--- src/rtl/seg7_pkg.sv ---
// Shared seven-segment definitions: the hex glyph table used by both the
// encoder and the capture decoder, plus the capture FSM state type.
package seg7_pkg;

   localparam int SEG7_W = 7;
   localparam int CNT_W  = 8;
   localparam logic [CNT_W-1:0] CNT_MAX = '1;

   // Glyphs for nibbles F..0, bit6..bit0 = g..a, 1 = segment lit.
   localparam logic [15:0][SEG7_W-1:0] SEG7_LUT = {
      7'h71, 7'h79, 7'h5E, 7'h58, 7'h7C, 7'h77, 7'h6F, 7'h7F,
      7'h07, 7'h7D, 7'h6D, 7'h66, 7'h4F, 7'h5B, 7'h06, 7'h3F
   };

   typedef enum logic [1:0] {
      CAP_IDLE   = 2'd0,
      CAP_SETTLE = 2'd1,
      CAP_HELD   = 2'd2
   } cap_state_t;

   function automatic logic [SEG7_W-1:0] seg7_encode(input logic [3:0] nibble);
      return SEG7_LUT[nibble];
   endfunction

endpackage

--- src/rtl/seg7_pattern_decode.sv ---
// Combinational reverse lookup of a polarity-corrected segment pattern
// into a hex nibble; hit is low for any pattern outside the glyph table.
module seg7_pattern_decode
   import seg7_pkg::*;
(
   input  logic [SEG7_W-1:0] seg,
   output logic              hit,
   output logic [3:0]        nibble
);

   always_comb begin
      hit    = 1'b0;
      nibble = 4'd0;
      for (int i = 0; i < 16; i++) begin
         if (!hit && (seg == SEG7_LUT[i])) begin
            hit    = 1'b1;
            nibble = 4'(i);
         end
      end
   end

endmodule

--- src/rtl/seg_to_hex_capture.sv ---
// Receive-side capture of a scanned seven-segment bus: waits for each
// digit's pattern to dwell STABLE_CYCLES edges, then commits its hex value.
module seg_to_hex_capture
   import seg7_pkg::*;
#(
   parameter int DIGITS        = 6,
   parameter int STABLE_CYCLES = 4,
   localparam int IDX_W        = (DIGITS > 1) ? $clog2(DIGITS) : 1
)(
   input  logic                  clk,
   input  logic                  rst_n,
   input  logic [SEG7_W-1:0]     seg_in,
   input  logic [DIGITS-1:0]     digit_sel,
   input  logic                  negate,
   output logic [DIGITS*4-1:0]   hex_vec,
   output logic [DIGITS-1:0]     digit_valid,
   output logic                  frame_valid,
   output logic                  upd_pulse,
   output logic                  err_pulse,
   output logic [IDX_W-1:0]      err_digit
);

   localparam logic [CNT_W-1:0] COMMIT_CNT = CNT_W'(STABLE_CYCLES - 1);

   logic [SEG7_W-1:0] seg_n;
   logic              sample_ok;
   logic              same_sample;
   logic              commit;
   logic              dec_hit;
   logic [3:0]        dec_nibble;
   logic [IDX_W-1:0]  sel_idx;

   cap_state_t        state_reg, state_next;
   logic [CNT_W-1:0]  cnt_reg, cnt_next;
   logic [DIGITS-1:0] prev_sel_reg, prev_sel_next;
   logic [SEG7_W-1:0] prev_seg_reg, prev_seg_next;

   logic [3:0]        hex_reg [DIGITS];
   logic              valid_reg [DIGITS];
   logic              frame_valid_reg;
   logic              upd_pulse_reg;
   logic              err_pulse_reg;
   logic [IDX_W-1:0]  err_digit_reg;

   assign seg_n       = seg_in ^ {SEG7_W{negate}};
   assign sample_ok   = $onehot(digit_sel);
   assign same_sample = (digit_sel == prev_sel_reg) && (seg_n == prev_seg_reg);

   seg7_pattern_decode u_decode (
      .seg    (seg_n),
      .hit    (dec_hit),
      .nibble (dec_nibble)
   );

   always_comb begin
      sel_idx = '0;
      for (int i = 0; i < DIGITS; i++) begin
         if (digit_sel[i]) begin
            sel_idx = IDX_W'(i);
         end
      end
   end

   always_ff @(posedge clk) begin
      if (!rst_n) begin
         state_reg    <= CAP_IDLE;
         cnt_reg      <= '0;
         prev_sel_reg <= '0;
         prev_seg_reg <= '0;
      end else begin
         state_reg    <= state_next;
         cnt_reg      <= cnt_next;
         prev_sel_reg <= prev_sel_next;
         prev_seg_reg <= prev_seg_next;
      end
   end

   // An invalid select always abandons the dwell; any change of select or
   // polarity-corrected pattern restarts it at a count of one.
   always_comb begin
      state_next    = state_reg;
      cnt_next      = cnt_reg;
      prev_sel_next = prev_sel_reg;
      prev_seg_next = prev_seg_reg;
      commit        = 1'b0;

      if (!sample_ok) begin
         state_next    = CAP_IDLE;
         cnt_next      = '0;
         prev_sel_next = '0;
         prev_seg_next = '0;
      end else begin
         prev_sel_next = digit_sel;
         prev_seg_next = seg_n;
         case (state_reg)
            CAP_IDLE: begin
               state_next = CAP_SETTLE;
               cnt_next   = CNT_W'(1);
            end
            CAP_SETTLE: begin
               if (same_sample) begin
                  cnt_next = (cnt_reg == CNT_MAX) ? cnt_reg : cnt_reg + 1'b1;
                  if (cnt_reg == COMMIT_CNT) begin
                     commit     = 1'b1;
                     state_next = CAP_HELD;
                  end
               end else begin
                  cnt_next = CNT_W'(1);
               end
            end
            CAP_HELD: begin
               if (same_sample) begin
                  cnt_next = (cnt_reg == CNT_MAX) ? cnt_reg : cnt_reg + 1'b1;
               end else begin
                  state_next = CAP_SETTLE;
                  cnt_next   = CNT_W'(1);
               end
            end
            default: begin
               state_next = CAP_IDLE;
               cnt_next   = '0;
            end
         endcase
      end
   end

   generate
      for (genvar gi = 0; gi < DIGITS; gi++) begin : g_digit
         always_ff @(posedge clk) begin
            if (!rst_n) begin
               hex_reg[gi]   <= 4'd0;
               valid_reg[gi] <= 1'b0;
            end else if (commit && digit_sel[gi]) begin
               // An illegal glyph keeps the last good nibble but marks it stale.
               if (dec_hit) begin
                  hex_reg[gi] <= dec_nibble;
               end
               valid_reg[gi] <= dec_hit;
            end
         end

         assign hex_vec[gi*4 +: 4] = hex_reg[gi];
         assign digit_valid[gi]    = valid_reg[gi];
      end
   endgenerate

   always_ff @(posedge clk) begin
      if (!rst_n) begin
         frame_valid_reg <= 1'b0;
         upd_pulse_reg   <= 1'b0;
         err_pulse_reg   <= 1'b0;
         err_digit_reg   <= '0;
      end else begin
         frame_valid_reg <= &digit_valid;
         upd_pulse_reg   <= commit && dec_hit;
         err_pulse_reg   <= commit && !dec_hit;
         if (commit && !dec_hit) begin
            err_digit_reg <= sel_idx;
         end
      end
   end

   assign frame_valid = frame_valid_reg;
   assign upd_pulse   = upd_pulse_reg;
   assign err_pulse   = err_pulse_reg;
   assign err_digit   = err_digit_reg;

endmodule

--- config.mk ---
export PLATFORM = sky130hd
export DESIGN_NAME = seg_to_hex_capture
export DESIGN_NICKNAME = d
export VERILOG_FILES = /design/src/rtl/seg7_pkg.sv /design/src/rtl/seg7_pattern_decode.sv /design/src/rtl/seg_to_hex_capture.sv
export SDC_FILE = /design/constraint.sdc
export NUM_CORES = 1
export LEC_CHECK = 0
export ABC_AREA = 1
export CAP_MARGIN = 10
export CORE_ASPECT_RATIO = 1.25
export CORE_MARGIN = 2
export CORE_UTILIZATION = 48
export CTS_BUF_LIST = sky130_fd_sc_hd__clkbuf_4 sky130_fd_sc_hd__clkbuf_8 sky130_fd_sc_hd__clkbuf_16
export DETAILED_ROUTE_END_ITERATION = 8
export GPL_TIMING_DRIVEN = 0
export HOLD_SLACK_MARGIN = 0.06
export PLACE_DENSITY_LB_ADDON = 0.25
export SLEW_MARGIN = 20
export SYNTH_ARGS = -nofsm -noshare
export SYNTH_HDL_FRONTEND = slang
export SYNTH_SLANG_ARGS = --single-unit
export TNS_END_PERCENT = 10
--- constraint.sdc ---
create_clock -name clk -period 3.7 [get_ports clk]
set_clock_uncertainty 0.15 [all_clocks]
set_input_delay 0.37 -clock clk [delete_from_list [all_inputs] [get_ports clk]]
set_output_delay 0.37 -clock clk [all_outputs]
set_load 0.005 [all_outputs]
==> flow_summary_export.csv <==
group,metric,value,unit
outcome,status,"finished clean",
synthesis,synth-edff-count,29,
setup_path,path_depth,13,
floorplanning,start_util,49.3,%
setup_path,critPathLaunch,"digit_sel[0]",
sta,finalSetupViolCount,0,
synthesis,synth_common_cells,"nand2_1 (80), nor2_1 (74), inv_1 (57), dfxtp_1 (30), edfxtp_1 (29)",
synthesis,yosysMostFrequentCell,"nand2_1",
floorplanning,ios,52,
global_route,gr-total-overflow,0,
floorplanning,die_y,95.8,um
sta,tightestPinTransition,1.06,ns
synthesis,synth_top_area_share,26.9,%
cts,clock_path_buffers,2,
detailed_routing,totalWireLength,6.29,mm
cells_and_area,nets,480,
cts,htreeDepth,3,
placement,place.gp.congestion,0.871,
setup_path,r2r-end,"hex_reg[2][1]",
power_and_ir_drop,p_per_area,380,nW/um^2
sta,fmax,278,MHz
global_route,first_global_vias,2404,
setup_path,arrival,3.47,ns
sta,slew-limit-headroom,28.8,%
setup_path,reg2reg_depth,8,
placement,dpl_cell_area,3860,um^2
setup_path,worstSetupEndpoint,"hex_reg[2][1]",
synthesis,synth-seq-cells,59,
global_route,grt_max_degree,12,
global_route,antenna_found_initial,0,
detailed_routing,drt_iter0_markers,143,
setup_path,start_kind,"input port",
cts,cts_tree,"yes",
power_and_ir_drop,ir_worst_vdd,0.202,mV
placement,portBuffers,51,
synthesis,yosysWarnings,0,
synthesis,synthTopCellsByArea,"edfxtp_1 (27%), dfxtp_1 (19%), nand2_1 (9.3%), nor2_1 (8.6%), inv_1 (6.6%)",
cts,clkSinkCount,59,
cells_and_area,regArea,1470,um^2
power_and_ir_drop,power_leakage,1.78,nW
cells_and_area,antenna_cells,0,
setup_path,path_buf_inv,5,
detailed_routing,avgViaCountPerCell,4.90,
sta,fin_crit,3.59,ns
global_route,grt_usage,18.3,%
sta,fin_ws,0.108,ns
cts,clkTransAtPathRegs,0.07,ns
min_path,hold_path.class,"input port to flop",
synthesis,yosys.area.top_type,"edfxtp_1",
power_and_ir_drop,finalPower,1.58,mW
run,drv_cap,0,
detailed_routing,vias,2680,
floorplanning,die_w,77.5,um
floorplanning,rows,33,
setup_path,path_cells,"dlygate4sd2_1 -> fa_1 -> inv_1 -> fa_1 -> inv_1 -> ha_1 -> fa_1 -> nor3_4 -> inv_1 -> nor3b_4 -> buf_4 -> nand2_1 -> a21oi_4",
cells_and_area,fin_area,4160,um^2
sta,post-route-period-util,97.1,%
detailed_routing,route.detailed.drc,0,
setup_path,cp-end-kind,"flop",
min_path,min_delay_path_depth,3,
cells_and_area,syn2layout_area_growth,28.5,%
cells_and_area,largest_register_ffs,24,
cts,cts_buffers,9,
sta,slew_violations,0,
synthesis,ys.flop_type,"dfxtp_1",
global_route,grt_pass1_wl,10.6,mm
placement,dp_cells,529,
sta,hold_viol,0,
synthesis,syn_nets,416,
sta,rsz0062_at_grt,"yes",
cts,root_buffer,"clkbuf_8",
detailed_routing,first_pass_iters,4,
cells_and_area,fillers,535,
setup_path,reg2reg_from,"cnt_reg[0]",
setup_path,cp.required,3.58,ns
setup_path,cp_slowest_cell,"fa_1",
placement,dp_hpwl,4.84,mm
detailed_routing,wl_per_cell,11.5,um
setup_path,crit_fanout,5,
cells_and_area,layoutNonFillerInstCount,547,
setup_path,max_stage_delay,0.56,ns
setup_path,crit_type,"input port to flop",
detailed_routing,antenna_left,0,
synthesis,ys_types,40,
setup_path,path_delay_family,"adder cells",
synthesis,syn_area,3240,um^2
synthesis,yosysSeqAreaShare,45.5,%
cells_and_area,multi_input_area,1520,um^2
placement,dp_slack,-0.987,ns
cells_and_area,drive_gt1_share,15.0,%
synthesis,syn_inst,391,
setup_path,r2r_slack,1.09,ns
floorplanning,core-area,6570,um^2
cts,clkLatencyLatePin,0.33,ns
synthesis,ys_async_sr_fraction,0,%
synthesis,synth_area_per_cell,8.28,um^2
floorplanning,dieArea,7420,um^2
-- logic make-up (layout without fill, tap and decap cells) --
kind of cell               after synthesis  count (layout)  share of synthesized area, %
adders and majority gates                9               9                          4.17
xor gates and xnor gates                10              10                          2.94
buffers and inverters                   72             141                          9.82
and+or+nand+nor                        211             211                          32.1
AOI/OAI and AO/OA                       30              30                          5.49
DFF                                     59              59                          45.5
-- placed cells by master (no fill, tap or decap), types with 4 or more instances in the layout --
| cell type | instances |
|---|---|
| nor3_1 | 4 |
| clkbuf_8 | 10 |
| nand2_2 | 11 |
| a21oi_4 | 4 |
| o21ai_0 | 8 |
| ha_1 | 6 |
| nor2_1 | 73 |
| buf_4 | 8 |
| dfxtp_1 | 30 |
| inv_1 | 57 |
| edfxtp_1 | 29 |
| a21oi_1 | 10 |
| clkdlybuf4s50_1 | 48 |
| nand2_1 | 77 |
| nand3_1 | 12 |
| xnor2_1 | 4 |
| xor2_1 | 5 |
| nand3_4 | 6 |
| nand4_1 | 11 |
-- where the power goes --
part	switching [mW]	internal (mW)	leakage [nW]	total, mW
registers	0.0102	0.705	0.556	0.715
logic	0.127	0.0838	1.12	0.211
clock network	0.260	0.397	0.108	0.657
total	0.397	1.19	1.78	1.58
-- final cells by class --
type	instances	share of cell area [%]
inverters	61	5.56
clock inverters	6	2.14
plain buffers	11	2.11
flip-flops and latches	59	35.4
clock buffers	10	3.31
multi-input cells	260	36.5
well taps	87	2.62
repair buffers	53	12.4
-- layer usage --
layer	part of all wire, %	GRT usage [%]
met1	41	20.0
met2	51	32.8
met3	4.6	3.85
met4	3.6	10.9
met5	0	0
-- worst min-delay path by stage --
stage	startpoint	to	slack, ns
4_1_cts	valid_reg[4]	valid_reg[4]	0.36
2_1_floorplan	valid_reg[4]	frame_valid	0.30
3_5_place_dp	valid_reg[4]	frame_valid	0.35
6_report	digit_sel[1]	prev_sel_reg[1]	0.22
3_3_place_gp	valid_reg[4]	frame_valid	0.34
5_1_grt	digit_sel[1]	prev_sel_reg[1]	0.24
-- tightest hold or removal path: stages --
cell and delay, ns:
clkbuf_2 0.17, inv_1 0.08, nor2_1 0.04
-- timing repair --
item | CTS | global route
pin swaps | 1 | 4
gates resized for setup | 13 | 9
buffers inserted | 1 | 1
setup endpoints to repair | 84 | 34
hold buffers | 0 | 0
-- metrics by stage --
step | utilization (%) | TNS [ns] | hold WS, ns
floorplan | - | 0 | 0.303
global placement | 58.7 | -57.91 | 0.337
detailed placement | 58.8 | -58.76 | 0.347
CTS | 63.0 | 0 | 0.360
global route | 63.4 | -0.271 | 0.244
finish | 63.4 | 0 | 0.222
No activity file was read; power rests on OpenSTA's default activity.
